**src/rtl/ttl_74155_seq_pkg.sv**
```systemverilog
// Shared constants for the 74155-style strobed 2-to-4 decoder array.
package ttl_74155_seq_pkg;

    localparam int MODE_LEVEL     = 0;
    localparam int MODE_PULSE     = 1;
    localparam int RETRIG_IGNORE  = 0;
    localparam int RETRIG_RESTART = 1;

    // Counter must hold the value PULSE_LEN itself, hence the +1.
    function automatic int cnt_width(input int pulse_len);
        return $clog2(pulse_len + 1);
    endfunction

endpackage

```
**src/rtl/ttl_74155_seq_strobe_channel.sv**
```systemverilog
// One decoder channel: enable edge detect, address latch, strobe counter and
// registered active-low one-hot decode.
module ttl_strobe_channel
    import ttl_74155_seq_pkg::*;
#(
    parameter int WIDTH_OUT  = 4,
    parameter int WIDTH_IN   = 2,
    parameter int PULSE_MODE = MODE_PULSE,
    parameter int PULSE_LEN  = 2,
    parameter int RETRIGGER  = RETRIG_IGNORE
) (
    input  logic                 clk,
    input  logic                 reset_bar,
    input  logic                 enable_c,
    input  logic                 enable_g_bar,
    input  logic [WIDTH_IN-1:0]  a,
    output logic [WIDTH_OUT-1:0] y,
    output logic                 busy
);

    localparam int               CNT_W = cnt_width(PULSE_LEN);
    localparam logic [CNT_W-1:0] LOAD  = CNT_W'(PULSE_LEN);

    logic                 en;
    logic                 trigger;
    logic                 accept;
    logic                 active;
    logic [WIDTH_IN-1:0]  sel;
    logic                 en_prev_reg;
    logic [CNT_W-1:0]     cnt_reg;
    logic [CNT_W-1:0]     cnt_next;
    logic [WIDTH_IN-1:0]  addr_reg;
    logic [WIDTH_IN-1:0]  addr_next;
    logic [WIDTH_OUT-1:0] y_reg;
    logic [WIDTH_OUT-1:0] y_next;
    logic                 busy_reg;

    assign en      = enable_c & ~enable_g_bar;
    assign trigger = en & ~en_prev_reg;

    always_comb begin
        // A counter at 1 expires on this edge, so a trigger here abuts the old strobe.
        accept    = trigger && (RETRIGGER != 0 || cnt_reg <= CNT_W'(1));
        cnt_next  = cnt_reg;
        addr_next = addr_reg;
        active    = 1'b0;
        sel       = '0;
        if (accept) begin
            cnt_next  = LOAD;
            addr_next = a;
        end else if (cnt_reg != '0) begin
            cnt_next = cnt_reg - CNT_W'(1);
        end
        if (PULSE_MODE == MODE_PULSE) begin
            active = (cnt_next != '0);
            sel    = addr_next;
        end else begin
            active = en;
            sel    = a;
        end
    end

    // Addresses beyond WIDTH_OUT match no bit and so leave every output high.
    generate
        for (genvar gi = 0; gi < WIDTH_OUT; gi++) begin : g_dec
            assign y_next[gi] = ~(active && (sel == WIDTH_IN'(gi)));
        end
    endgenerate

    always_ff @(posedge clk) begin
        if (!reset_bar) begin
            en_prev_reg <= 1'b0;
            cnt_reg     <= '0;
            addr_reg    <= '0;
            y_reg       <= '1;
            busy_reg    <= 1'b0;
        end else begin
            en_prev_reg <= en;
            cnt_reg     <= cnt_next;
            addr_reg    <= addr_next;
            y_reg       <= y_next;
            busy_reg    <= active;
        end
    end

    assign y    = y_reg;
    assign busy = busy_reg;

endmodule

```
**src/rtl/ttl_74155_seq.sv**
```systemverilog
// Array of independent strobed decoder channels with packed address/output buses.
module ttl_74155_seq
    import ttl_74155_seq_pkg::*;
#(
    parameter int CHANNELS   = 2,
    parameter int WIDTH_OUT  = 4,
    parameter int WIDTH_IN   = $clog2(WIDTH_OUT),
    parameter int PULSE_MODE = MODE_PULSE,
    parameter int PULSE_LEN  = 2,
    parameter int RETRIGGER  = RETRIG_IGNORE
) (
    input  logic                          Clk,
    input  logic                          Reset_bar,
    input  logic [CHANNELS-1:0]           Enable_C,
    input  logic [CHANNELS-1:0]           Enable_G_bar,
    input  logic [CHANNELS*WIDTH_IN-1:0]  A,
    output logic [CHANNELS*WIDTH_OUT-1:0] Y_2D,
    output logic [CHANNELS-1:0]           Busy
);

    generate
        for (genvar gi = 0; gi < CHANNELS; gi++) begin : g_chan
            ttl_strobe_channel #(
                .WIDTH_OUT  (WIDTH_OUT),
                .WIDTH_IN   (WIDTH_IN),
                .PULSE_MODE (PULSE_MODE),
                .PULSE_LEN  (PULSE_LEN),
                .RETRIGGER  (RETRIGGER)
            ) u_chan (
                .clk          (Clk),
                .reset_bar    (Reset_bar),
                .enable_c     (Enable_C[gi]),
                .enable_g_bar (Enable_G_bar[gi]),
                .a            (A[gi*WIDTH_IN +: WIDTH_IN]),
                .y            (Y_2D[gi*WIDTH_OUT +: WIDTH_OUT]),
                .busy         (Busy[gi])
            );
        end
    endgenerate

endmodule

```
**config.mk**
```make
export PLATFORM = sky130hd
export DESIGN_NAME = ttl_74155_seq
export DESIGN_NICKNAME = d
export VERILOG_FILES = /design/src/rtl/ttl_74155_seq_pkg.sv /design/src/rtl/ttl_74155_seq_strobe_channel.sv /design/src/rtl/ttl_74155_seq.sv
export SDC_FILE = /design/constraint.sdc
export NUM_CORES = 1
export LEC_CHECK = 0
export CORE_ASPECT_RATIO = 0.75
export CORE_MARGIN = 2
export CORE_UTILIZATION = 40
export CTS_CLUSTER_SIZE = 28
export DETAILED_ROUTE_END_ITERATION = 10
export HOLD_SLACK_MARGIN = 0.06
export PLACE_DENSITY = 0.68
export SETUP_SLACK_MARGIN = 0.05
export SLEW_MARGIN = 30
export SYNTH_ARGS = -nofsm -noshare
export SYNTH_HDL_FRONTEND = slang
export SYNTH_SLANG_ARGS = --single-unit
export TNS_END_PERCENT = 20
```
**constraint.sdc**
```tcl
create_clock -name Clk -period 2.6 [get_ports Clk]
set_input_delay 0.39 -clock Clk [delete_from_list [all_inputs] [get_ports Clk]]
set_output_delay 0.39 -clock Clk [all_outputs]
set_load 0.005 [all_outputs]
```
==> results of run 1 <==
[layout by cell type, fill, tap and decap left out, drive strengths merged, types with 2 or more instances in the layout]
| cell | count |
|---|---|
| dfxtp | 20 |
| clkdlybuf4s50 | 19 |
| nor2b | 6 |
| mux2i | 5 |
| nand2 | 3 |
| clkbuf | 3 |
| and3b | 3 |
| nand2b | 2 |
| nor3b | 2 |
| o21a | 2 |
| a21oi | 2 |
| nand3b | 2 |
| nor4b | 2 |
[metal layers]
metal / global-route usage [%] / wire length [um] / share of wire (%) / vias up
li1: - / - / - / 257
met2: 15.4 / 459 / 41 / 12
met3: 6.57 / 71 / 6.3 / 2
met1: 16.3 / 577 / 51 / 220
met5: 0 / 0 / 0 / -
met4: 7.69 / 20 / 1.8 / 0
[kinds of logic (layout without fill, tap and decap cells)]
logic type | Yosys count | in the layout | share of synthesized area (%)
simple gates | 26 | 26 | 27.5
flops | 20 | 20 | 55.0
compound gates | 7 | 7 | 7.04
mux | 5 | 5 | 6.87
buf+inv | 5 | 24 | 3.61
[cell usage after synthesis (2+ instances only)]
cell type / n
clkbuf_1: 2
nor3b_1: 2
a21oi_1: 2
o21a_1: 2
nand3b_1: 2
buf_4: 2
dfxtp_1: 20
nand2b_1: 2
nand2_1: 3
and3b_1: 2
nor2b_1: 6
mux2i_1: 5
[metrics by stage]
step	cells	total power (uW)
finish	104	522
global route	104	552
CTS	104	529
detailed placement	101	392
global placement	101	391
floorplan	63	362
[report_power, final]
group	internal, uW	switching, uW
sequential	317	6.47
clock	54.0	84.2
combinational	38.2	21.9
total	410	113
[worst register-to-register path: stages (launching register included)]
cell and delay, ps:
dfxtp_1 390, nor4b_4 420, mux2i_1 410, and2b_2 260
[cell type report]
type / count / area, um^2 / share of cell area (%)
flip-flops and latches: 20 / 400 / 42.0
multi-input cells: 38 / 302 / 31.6
repair buffers: 20 / 198 / 20.7
inverters: 1 / 3.75 / 0.394
well taps: 22 / 27.5 / 2.89
clock buffers: 3 / 22.5 / 2.36
[final timing paths]
path,from,to,slack (ps),cells after the start
max reg2reg,g_chan[0].u_chan.cnt_reg[1],g_chan[0].u_chan.addr_reg[0],1020,3
min reg2reg,g_chan[1].u_chan.cnt_reg[0],g_chan[1].u_chan.cnt_reg[0],420,1
max,Enable_C[0],g_chan[0].u_chan.addr_reg[0],880,4
min,g_chan[1].u_chan.cnt_reg[0],g_chan[1].u_chan.cnt_reg[0],420,1
==> impl_metrics.toml, run 1 <==
[clocking]
clock_latency_ps = 290
cts_hold_buffers = 0
ctsHtreeMaxLevel = 1
clk_pin_slew_ps = 100
root_buffer = "clkbuf_4"
cts_resized = 0
clock_sinks = 20
cts_made_buffers = 3
cts_max_path_buffers = 2
post_cts_buffers = 0
cts_tree = "yes"

[synthesis]
async_flop_share_pct = 0
synth_area_um2 = 728
synth_area_per_cell_um2 = 11.6
synth.yosys.seq_area_share_pct = 55.0
synthFlopType = "dfxtp_1"
syn_nets = 73
ys_warn_count = 0
synth.distinct_cells = 25
synth_edf_count = 0
yosys.area.top_type_share_pct = 55.0
synth.area.top_cells = "dfxtp_1 (55%), mux2i_1 (6.9%), nor2b_1 (5.2%)"
ys_seq_elements = 20
synth_largest_area_cell = "dfxtp_1"
synthCells = 63

[pwr]
powerDensity_nw_per_um2 = 548
ir_worst_vdd_v = 0.000410
power.leakage_uw = 0.000360

[sta]
setup_viol = 0
period_minus_slack_ps = 1720
skew_ps = 4.90
hold_viol = 0
rsz0062_at_grt = "no"
worstMarginPinSlew_ps = 576
setup_slack_ps = 883
slew_headroom_pct = 61.5
drv_slew = 0
timing.hold.ws_ps = 421
fmax_mhz = 582
setup_tns_ps = 0
period_share_pct = 66.0

[drt]
via_count = 491
drtIter0Drc = 5
drt-total-wl_um = 1130
viasPerCell = 4.72
drtPass1Iterations = 2
drc = 0
wl_per_cell_um = 10.9
ant_nets = 0

[cells_and_area]
largest_reg_flops = 8
fin_area_um2 = 953
fin_util_pct = 55.3
finalNetCount = 94
antenna_cells = 0
final_layout_size_suffix_gt1_share_pct = 12.2
area_growth_pct = 30.9
fillerInstances = 164

[worst_setup_path]
arrival_ps = 1910
path_buf_inv = 1
crit_type = "in2reg"
cp_max_fo = 5
crit_chain = "clkdlybuf4s50_1, nor4b_4, mux2i_1, and2b_2"
startpoint_type = "input port"
cp.required_ps = 2790
cp_top_family = "simple AND/OR/NAND/NOR gates"
cp_slowest_cell = "clkdlybuf4s50_1"
end_kind = "flop"
max_stage_delay_ps = 510

[grt]
antenna_found_initial = 0
grt_pass1_vias = 393
grtUsageTotal_pct = 12.3
globalRouteOverflowTotal = 0
grt_max_degree = 21
grt_first_pass_wirelength_um = 1740

[status]
status = "finished clean"

[placement]
place_ws_ps = 557
port_buffers = 19
gp_routability_congestion = 0.732
place_area_um2 = 931

[floorplan]
core_area_um2 = 1720
die_w_um = 53.3
dieArea_um2 = 2180
io_pins = 20
initial_core_util_pct = 42.2
row_count = 13
die_h_um = 41.0

[run]
drv_cap = 0

[min_path]
hp-class = "reg2reg"
No activity file was read; power rests on OpenSTA's default activity.
==> run 2, diff against run 1 <==
clock period = 1.63 ns   (was 2.6 ns; I/O delays follow)
==> run 2 against run 1 <==
- combinational power increased by 85%
- clock skew decreased by 2.1 ps
- non-clock buffer count increased by 6
- routed wire length increased by 7.8%
- register-to-register slack got worse by 820 ps
- cell count increased by 6.7%
- utilization increased by 3.6 points
- global-route usage increased by 0.65 points
- flip-flop and latch count unchanged
- clock-buffer cell count increased by 1
- via count increased by 5.5%
- clock power increased by 100%
==> impl_metrics.toml, run 2 (synthesis results as in run 1) <==
[status]
status = "finished clean"

[clocking]
ctsHtreeMaxLevel = 1
cts_made_buffers = 3
clock_sinks = 20
cts_tree = "yes"
root_buffer = "clkbuf_4"
cts_max_path_buffers = 2
cts_hold_buffers = 0
clock_latency_ps = 300
clk_pin_slew_ps = 110

[placement]
port_buffers = 19
gp_routability_congestion = 0.701
dpl.hpwl_um = 957
place_ws_ps = -267
dp_cells = 106

[floorplan]
core_area_um2 = 1720
dieArea_um2 = 2180
die_h_um = 41.0
row_count = 13
initial_core_util_pct = 42.2
die_w_um = 53.3
io_pins = 20

[sta]
setup_slack_ps = 167
worstMarginPinSlew_ps = 320
period_minus_slack_ps = 1460
fmax_mhz = 683
rsz0062_at_grt = "no"
drv_slew = 0
setup_tns_ps = 0
slew_headroom_pct = 78.0
skew_ps = 2.78
hold_viol = 0
period_share_pct = 89.8
setup_viol = 0

[worst_setup_path]
max_stage_delay_ps = 480
end_kind = "flop"
cp_slowest_cell = "clkdlybuf4s50_1"
crit_chain = "clkdlybuf4s50_1, nor4b_4, mux2i_2, and2b_2"
crit_type = "in2reg"
cp_top_family = "simple AND/OR/NAND/NOR gates"
path_buf_inv = 1
cp.required_ps = 1830
startpoint_type = "input port"
arrival_ps = 1670
cp_max_fo = 4

[grt]
globalRouteOverflowTotal = 0
grt_max_degree = 13
antenna_found_initial = 0
grtUsageTotal_pct = 13.0
grt_first_pass_wirelength_um = 1850
grt_pass1_vias = 411

[run]
drv_cap = 0

[cells_and_area]
final_layout_size_suffix_gt1_share_pct = 20.2
finalNetCount = 100
stdcell_count = 111
fin_util_pct = 58.9
area_growth_pct = 39.5
largest_reg_flops = 8
antenna_cells = 0
final_common_cell = "dfxtp_1"
layout_common_cells = "dfxtp_1 (20), clkdlybuf4s50_1 (19), buf_4 (7), nor2b_1 (6), mux2i_1 (4)"

[drt]
drt-total-wl_um = 1220
viasPerCell = 4.67
drtIter0Drc = 10
drc = 0
via_count = 518
ant_nets = 0
drtPass1Iterations = 3
wl_per_cell_um = 11.0

[pwr]
power.leakage_uw = 0.000397
powerDensity_nw_per_um2 = 893
ir_worst_vdd_v = 0.000708
p_total_uw = 908

[min_path]
hp-class = "reg2reg"
run 2: cell types whose count changed in the layout (fill, tap and decap cells not counted):
cell / change
mux2i_1: -1
mux2i_2: +1
clkbuf_8: +1
buf_4: +6
run 2: report_power, final:
group / leakage (uW) / total, uW / internal, uW / switching [uW]
logic: 0.000212 / 111 / 71.7 / 39.4
clock network: 0.0000210 / 281 / 136 / 144
registers: 0.000163 / 516 / 507 / 9.35
run 2: layout make-up:
class                      count  area (um^2)
multi-input combinational     38          305
inverter                       1         3.75
fill                         165          708
tap                           22         27.5
clock buffer                   4         36.3
timing repair buffer          26          243
sequential                    20          400
run 2: final timing paths:
| kind | from | endpoint | slack (ps) | cells after the start |
|---|---|---|---|---|
| setup / recovery | Enable_G_bar[0] | g_chan[0].u_chan.addr_reg[0] | 170 | 4 |
| hold / removal | g_chan[1].u_chan.cnt_reg[0] | g_chan[1].u_chan.cnt_reg[0] | 410 | 1 |
| setup reg to reg | g_chan[0].u_chan.en_prev_reg | g_chan[0].u_chan.addr_reg[0] | 200 | 3 |
| hold reg to reg | g_chan[1].u_chan.cnt_reg[0] | g_chan[1].u_chan.cnt_reg[0] | 410 | 1 |
run 2: routing by layer:
| metal | wire length [um] | vias to the layer above | share of wire [%] | global-route usage [%] |
|---|---|---|---|---|
| met5 | 0 | - | 0 | 0 |
| met4 | 10 | 0 | 0.82 | 3.85 |
| met3 | 65 | 2 | 5.3 | 6.57 |
| met2 | 563 | 11 | 46 | 19.4 |
| met1 | 577 | 234 | 47 | 16.5 |
| li1 | - | 271 | - | - |
run 2: metrics by stage:
step	instance area, um^2	hold slack [ps]
after detailed placement	968	402
after floorplan	728	390
after CTS	1000	418
after global routing	1020	436
final	1020	415
after global placement	968	398
run 2: what timing repair did:
item / in CTS / in global routing
buffers inserted: 0 / 1
setup endpoints to repair: 0 / 2
endpoints found under the hold margin: 0 / 0
resized for setup: 0 / 1
